==> src/rtl/imem_program_loader.sv <==
// rtl/imem_program_loader.sv - packs a byte stream into 32-bit words and loads instruction memory
// Holds the processor core in reset for the whole load and releases it once the last word is written.
module imem_program_loader #(
   parameter int ADDR_WIDTH     = 8,
   parameter int RELEASE_CYCLES = 2
) (
   input  logic                  clk,
   input  logic                  reset,
   input  logic                  start,
   input  logic [ADDR_WIDTH:0]   word_count,
   input  logic                  byte_valid,
   input  logic [7:0]            byte_data,
   output logic                  byte_ready,
   output logic                  imem_we,
   output logic [ADDR_WIDTH-1:0] imem_addr,
   output logic [31:0]           imem_wdata,
   output logic                  core_reset,
   output logic                  busy,
   output logic                  done,
   output logic                  error
);

   localparam int RW = (RELEASE_CYCLES > 1) ? $clog2(RELEASE_CYCLES) : 1;
   localparam logic [ADDR_WIDTH:0] MAX_WORDS = {1'b1, {ADDR_WIDTH{1'b0}}};

   typedef enum logic [1:0] {IDLE, COLLECT, WRITE, RELEASE} state_t;

   state_t                state, state_n;
   logic [1:0]            byte_idx, byte_idx_n;
   logic [ADDR_WIDTH:0]   count, count_n;
   logic [RW-1:0]         rel_cnt, rel_cnt_n;
   logic                  byte_ready_n, imem_we_n, core_reset_n, busy_n, done_n, error_n;
   logic [ADDR_WIDTH-1:0] imem_addr_n;
   logic [31:0]           imem_wdata_n;

   always_ff @(posedge clk or posedge reset) begin
      if (reset) begin
         state      <= IDLE;
         byte_idx   <= '0;
         count      <= '0;
         rel_cnt    <= '0;
         byte_ready <= 1'b0;
         imem_we    <= 1'b0;
         imem_addr  <= '0;
         imem_wdata <= '0;
         core_reset <= 1'b1;
         busy       <= 1'b0;
         done       <= 1'b0;
         error      <= 1'b0;
      end else begin
         state      <= state_n;
         byte_idx   <= byte_idx_n;
         count      <= count_n;
         rel_cnt    <= rel_cnt_n;
         byte_ready <= byte_ready_n;
         imem_we    <= imem_we_n;
         imem_addr  <= imem_addr_n;
         imem_wdata <= imem_wdata_n;
         core_reset <= core_reset_n;
         busy       <= busy_n;
         done       <= done_n;
         error      <= error_n;
      end
   end

   always_comb begin
      state_n      = state;
      byte_idx_n   = byte_idx;
      count_n      = count;
      rel_cnt_n    = rel_cnt;
      byte_ready_n = byte_ready;
      imem_we_n    = 1'b0;
      imem_addr_n  = imem_addr;
      imem_wdata_n = imem_wdata;
      core_reset_n = core_reset;
      busy_n       = busy;
      done_n       = done;
      error_n      = error;
      case (state)
         IDLE: begin
            if (start) begin
               if (word_count != '0 && word_count <= MAX_WORDS) begin
                  count_n      = word_count;
                  imem_addr_n  = '0;
                  byte_idx_n   = '0;
                  busy_n       = 1'b1;
                  core_reset_n = 1'b1;
                  done_n       = 1'b0;
                  error_n      = 1'b0;
                  byte_ready_n = 1'b1;
                  state_n      = COLLECT;
               end else begin
                  error_n = 1'b1;
                  done_n  = 1'b0;
               end
            end
         end
         COLLECT: begin
            if (byte_valid && byte_ready) begin
               imem_wdata_n[{byte_idx, 3'b000} +: 8] = byte_data;
               byte_idx_n = byte_idx + 2'd1;
               if (byte_idx == 2'd3) begin
                  byte_ready_n = 1'b0;
                  imem_we_n    = 1'b1;
                  state_n      = WRITE;
               end
            end
         end
         WRITE: begin
            // Compare in ADDR_WIDTH+1 bits so a full-depth load ends without wrapping the address.
            if ({1'b0, imem_addr} + {{ADDR_WIDTH{1'b0}}, 1'b1} == count) begin
               rel_cnt_n = '0;
               state_n   = RELEASE;
            end else begin
               imem_addr_n  = imem_addr + {{(ADDR_WIDTH-1){1'b0}}, 1'b1};
               byte_idx_n   = '0;
               byte_ready_n = 1'b1;
               state_n      = COLLECT;
            end
         end
         RELEASE: begin
            if (rel_cnt == RW'(RELEASE_CYCLES - 1)) begin
               core_reset_n = 1'b0;
               busy_n       = 1'b0;
               done_n       = 1'b1;
               state_n      = IDLE;
            end else begin
               rel_cnt_n = rel_cnt + {{(RW-1){1'b0}}, 1'b1};
            end
         end
         default: state_n = IDLE;
      endcase
   end

endmodule

==> config.mk <==
export PLATFORM = sky130hd
export DESIGN_NAME = imem_program_loader
export DESIGN_NICKNAME = d
export VERILOG_FILES = /design/src/rtl/imem_program_loader.sv
export SDC_FILE = /design/constraint.sdc
export NUM_CORES = 1
export LEC_CHECK = 0
export CAP_MARGIN = 20
export CELL_PAD_IN_SITES_DETAIL_PLACEMENT = 0
export CELL_PAD_IN_SITES_GLOBAL_PLACEMENT = 1
export CORE_MARGIN = 3
export CORE_UTILIZATION = 38
export CTS_CLUSTER_DIAMETER = 80
export DETAILED_ROUTE_END_ITERATION = 10
export PLACE_DENSITY = 0.87
export SYNTH_ARGS = -nofsm -noshare
export SYNTH_HDL_FRONTEND = slang
export SYNTH_SLANG_ARGS = --single-unit
==> constraint.sdc <==
create_clock -name clk -period 3.1 [get_ports clk]
set_input_delay 0.775 -clock clk [delete_from_list [all_inputs] [get_ports clk]]
set_output_delay 0.775 -clock clk [all_outputs]
set_load 0.02 [all_outputs]
; Word-level counts from Yosys, hierarchy flattened
; Index checks and enable logic that the tools add are counted.
[classes]
n_addsub = 5
magnitude_cmp = 1
eq_ne = 12
shift = 2
mux = 35
n_reduce_logical = 18
[ops]
columns = cell, count
row1 = $bwmux 32, 1
row2 = $shift 8x7->32 const A, 1
row3 = $shiftx 8x7->32, 1
row4 = $mux 8, 3
row5 = $mux 2, 10
row6 = $pmux 8 s2, 1
row7 = $mux 1, 14
row8 = $ne 2x2->1 const B, 7
row9 = $reduce_and 5->1, 2
row10 = $add 8x1->9 const B, 1
row11 = $eq 9x9->1, 1
row12 = $le 9x9->1 const B, 1
row13 = $reduce_bool 9->1, 1
row14 = $add 8x1->8 const B, 1
row15 = $pmux 2 s4, 1
row16 = $reduce_and 4->1, 2
row17 = $neg 5->7, 1
row18 = $eq 2x2->1 const B, 3
row19 = $pmux 1 s2, 3
row20 = $pmux 2 s3, 1
row21 = $reduce_and 2->1, 3
row22 = $reduce_and 3->1, 2
row23 = $reduce_and 6->1, 1
row24 = $reduce_bool 2->1, 3
row25 = 7 further kinds, 8
[totals]
register_bits = 60
in_bits = 21
output_inout_bits = 46
wordCells = 85

; Depth between registers and ports, before layout
[logic_depth]
depth_word = 5
ltp_mapped = 9
mapped_depth_nobuf = 7

; Worst setup path after synthesis
; No wires, ideal clock.
[synth_path]
kind = input to register
from = in word_count[0]
to = reg count[0]
setup_ns = 0.125
arrival_time_ns = 2.385
slack_ns = 0.590
path_stages = 6
n_path_buf = 1
cell_sequence = or4_1 o21ai_2 nand3_1 or3_1 buf_6 mux2_4
[synth_between]
elab_chain_cells = 3
word_cells_on_any_way = 4
classes_between = order compare (1) / reduce/logical (3)
[synth_lines]
columns = element, line_no
row1 = from (decl), 10  ; input logic [ADDR_WIDTH:0] word_count,
row2 = $le 9x9->1 / $reduce_bool 9->1 (equally long branches), 82  ; if (word_count != '0 && word_count <= MAX_WORDS) begin
row3 = $logic_and 1x1->1, 82
row4 = $reduce_and 3->1 (no source line), -
row5 = to (signal assigned), 53  ; count <= count_n;
row6 = to (decl), 30  ; logic [ADDR_WIDTH:0] count, count_n;
; Several ways; a longest one is shown, not always the timed one.
; A chain may end at the register's enable or synchronous reset.

; Worst setup path after layout
[layout_path]
from = in word_count[5]
to = reg count[1]
[layout_between]
elab_chain_cells = 3
word_cells_on_any_way = 4
classes_between = order compare (1) / reduce/logical (3)
[layout_lines]
columns = element, line_no
row1 = $le 9x9->1 / $reduce_bool 9->1 (equally long branches), 82
row2 = $logic_and 1x1->1 *, 82
row3 = $reduce_and 3->1 (no source line) *, -
; Every way passes the cells marked *; elsewhere a longest branch is shown, timed or not.

==> results.json <==
{
  "synth-compound-area-share": 0.168,
  "report.final.setup_viol": 0,
  "synth_async_sr_flop_share": 1.00,
  "insertedDiodeCount": 0,
  "initial_core_util": 0.402,
  "fillers": 700,
  "syn_to_final_growth_pct": 33.7,
  "design.core.area_sq_um": 7450,
  "drt-wirelength-per-cell_um": 15.4,
  "routed_via_density": 5.10,
  "irDropWorstVdd_mv": 0.517,
  "setup_total_negative_slack_ns": 0,
  "numPortBuffers": 66,
  "chipWidth_um": 94.7,
  "drv_slew": 0,
  "cts-root-to-sink-buffers": 2,
  "gr-usage-all-layers": 0.183,
  "dpl.hpwl_um": 5570,
  "numPlacedInstances": 478,
  "tritoncts.num_buffers": 9,
  "route.antenna.remaining_nets": 0,
  "sink_count_of_the_clock_tree": 60,
  "post_cts_buffers": 0,
  "number_of_non_filler_instances_in_the_completed_layout": 494,
  "critPathMaxFanout": 6,
  "p_switching_w": 0.00135,
  "hold_ws_ns": 0.482,
  "fp-row-count": 31,
  "synth_xor_xnor_area_share": 0.0293,
  "yosysTopAreaCell": "sky130_fd_sc_hd__dfrtp_1",
  "report.final.hold_viol_count": 0,
  "pre_cts_ws_ns": 0.0835,
  "netlist-cell-type-count": 49,
  "overflow_left_after_global_routing": 0,
  "power.leakage_nw": 1.66,
  "tritoncts": "built",
  "area_used_by_multi_input_combinational_logic_sq_um": 1390,
  "syn-mean-instance-area_sq_um": 9.44,
  "highest_attainable_clock_frequency_mhz": 374,
  "clk_pin_slew_worst_paths_ns": 0.07,
  "startpoint_of_the_most_critical_register_to_register_path": "imem_addr[0]$_DFFE_PP0P_",
  "cts_root_cell": "sky130_fd_sc_hd__clkbuf_8",
  "post-synth-top-area-fraction": 0.493,
  "rrSetupSlack_ns": 0.55,
  "final_weighted_congestion_of_routability_driven_global_placement": 0.844,
  "setup_repair_after_global_routing_missed_its_margin": "false",
  "clkLatencyLatePin_ns": 0.34,
  "worst_setup_path_startpoint": "word_count[5]",
  "syn_std_cell_area_sq_um": 2990,
  "yosys-top-cells-area": "sky130_fd_sc_hd__dfrtp_1 (49%), sky130_fd_sc_hd__nand2_1 (10%), sky130_fd_sc_hd__o21ai_0 (6.7%)",
  "io-pin-count": 67,
  "post-route-drc-count": 0,
  "drive_above_1_share": 0.119,
  "postLayoutSetupSlackWorst_ns": 0.429,
  "main_combinational_cell_family_by_area_after_synthesis": "simple AND/OR/NAND/NOR gates",
  "dr_total_vias": 2520,
  "status": "complete, no violations",
  "synth_register_bits": 60,
  "setup.worst_path.end": "count[1]$_DFFE_PP0P_",
  "comb_power_share": 0.431,
  "die_area_sq_um": 8980,
  "ys_seq_area_frac": 0.502,
  "detailedRoute.firstPassIterationCount": 4,
  "yosys-mux-area-fraction": 0.0489,
  "worst_ep_required_time_ns": 3.32,
  "crit_type": "in -> reg",
  "timing_worst_slew_pin_value_ns": 0.861,
  "critPathCaptureType": "flop",
  "maximum_number_of_pins_on_one_net_before_global_route_repair": 32,
  "detail_route.wirelength_um": 7600,
  "ctsHtreeMaxLevel": 3,
  "min_period_ns": 2.67,
  "max-slew-margin-rel": 0.422,
  "post_cts.resized_instances": 0,
  "p_int_w": 0.00210,
  "hold_path.class": "reg -> reg",
  "worst-r2r-cell-count": 7,
  "clock_skew_ns": 0.00753,
  "post_synth_and_or_nand_nor_area_fraction": 0.190,
  "seq_power_share": 0.361,
  "holdBufCountCts": 0,
  "ys.flop_type": "sky130_fd_sc_hd__dfrtp_1",
  "mappedNetlistNets": 345,
  "pwr-share-clk": 0.208,
  "nets": 418,
  "adder_cell_share_of_the_synthesized_area": 0.0293,
  "ys_warn_count": 0,
  "critical_path_arrival_ns": 2.89,
  "r2r-end": "imem_addr[0]$_DFFE_PP0P_",
  "first_global_vias": 2487,
  "grt_first_pass_wirelength_um": 12500,
  "p_per_area_nw_per_um2": 861,
  "die-height_um": 94.7,
  "finalCritPeriodShare": 0.861,
  "cap_violations": 0,
  "fin_util": 0.537,
  "count_of_mapped_cells_out_of_synthesis": 317,
  "sw_frac_of_total": 0.392,
  "final-seq-area_sq_um": 1500,
  "drt-initial-drc-count": 153,
  "worstSetupStartpointType": "input port",
  "antenna_violations_before_repair": 0,
  "count_of_flip_flops_with_a_built_in_enable_after_synthesis": 0
}
[routing by layer]
metal,routed length (um),vias up,GRT usage
li1,-,1257,-
met1,3570,1185,0.247
met2,3570,68,0.285
met3,364,10,0.0335
met4,99,0,0.0817
met5,0,-,0
[kinds of logic after synthesis]
logic type               Yosys count
AO/OA/AOI/OAI                     82
XOR/XNOR                          10
adder cells (fa/ha/maj)            7
buffers and inverters             22
flip-flops                        60
multiplexers                      10
AND/OR/NAND/NOR                  126
[per-stage QoR]
stage                     area, sq um  total power (W)
after floorplan                  2990          0.00216
after global placement           3800          0.00271
after detailed placement         3800          0.00274
after CTS                        4000          0.00346
after global routing             4000          0.00370
final                            4000          0.00345
[Yosys cell counts (6+ instances only)]
library cell and count:
sky130_fd_sc_hd__nand2_1 83, sky130_fd_sc_hd__dfrtp_1 59, sky130_fd_sc_hd__o21ai_0 40, sky130_fd_sc_hd__nor2_1 11, sky130_fd_sc_hd__mux2_4 9, sky130_fd_sc_hd__inv_1 8, sky130_fd_sc_hd__a21oi_1 7, sky130_fd_sc_hd__clkbuf_1 7
sky130_fd_sc_hd__ha_1 7, sky130_fd_sc_hd__nand3_1 7, sky130_fd_sc_hd__nor3_1 7, sky130_fd_sc_hd__xnor2_1 6
[cells in the final DEF, fill, tap and decap left out, drive strengths merged, types with 2 or more instances in the layout]
cell	n
ha	7
nor2	12
xnor2	6
nand2	83
o211ai	4
a31o	2
a21oi	8
buf	10
o21a	2
xor2	4
nand2b	2
o2111ai	3
and4	2
clkdlybuf4s50	66
a221oi	2
clkbuf	10
and3	2
or3	2
nor3	7
a22o	4
mux2	10
a211oi	2
nand3	8
a31oi	5
inv	8
a32oi	2
or4	3
dfrtp	59
clkinv	3
clkinvlp	2
o21ai	44
[sequential cells by signal, indices dropped and copies added, names as in the netlist]
name        cells
byte_ready      1
imem_we         1
imem_addr       8
done            1
busy            1
state           2
imem_wdata     32
error           1
byte_idx        2
count           9
core_reset      1
rel_cnt         1
[power by group through the flow]
| stage | combinational [W] | clock (W) | sequential (W) |
|---|---|---|---|
| after global placement | 0.00146 | 0 | 0.00125 |
| after detailed placement | 0.00148 | 0 | 0.00126 |
| after CTS | 0.00149 | 0.000725 | 0.00125 |
| after global routing | 0.00164 | 0.000776 | 0.00128 |
| final | 0.00148 | 0.000717 | 0.00125 |
| after floorplan | 0.000780 | 0 | 0.00138 |
[area by class of cell]
class	count	area share
Sequential cell	60	0.376
Multi-Input combinational cell	235	0.348
Timing Repair Buffer	76	0.187
Clock buffer	10	0.0344
Tap cell	99	0.0310
Clock inverter	6	0.0160
Inverter	8	0.00751
[worst min path at each step]
stage                                    start                          to  slack (ns)  cells past startpoint
CTS                  imem_wdata[3]$_DFFE_PP0P_   imem_wdata[3]$_DFFE_PP0P_        0.49                      2
floorplan                  rel_cnt$_DFFE_PP0P_         rel_cnt$_DFFE_PP0P_        0.49                      1
finish              imem_wdata[29]$_DFFE_PP0P_  imem_wdata[29]$_DFFE_PP0P_        0.48                      2
global placement    imem_wdata[26]$_DFFE_PP0P_  imem_wdata[26]$_DFFE_PP0P_        0.46                      2
global route         imem_wdata[1]$_DFFE_PP0P_   imem_wdata[1]$_DFFE_PP0P_        0.51                      2
detailed placement   imem_wdata[3]$_DFFE_PP0P_   imem_wdata[3]$_DFFE_PP0P_        0.47                      2
[worst max-delay path: stages]
cell	delay (ns)
sky130_fd_sc_hd__clkdlybuf4s50_1	0.42
sky130_fd_sc_hd__or4_4	0.57
sky130_fd_sc_hd__or3_4	0.41
sky130_fd_sc_hd__nand3_1	0.11
sky130_fd_sc_hd__or3_1	0.13
sky130_fd_sc_hd__buf_4	0.17
sky130_fd_sc_hd__mux2_4	0.31
Note: power is estimated with default switching activity, not from simulation.
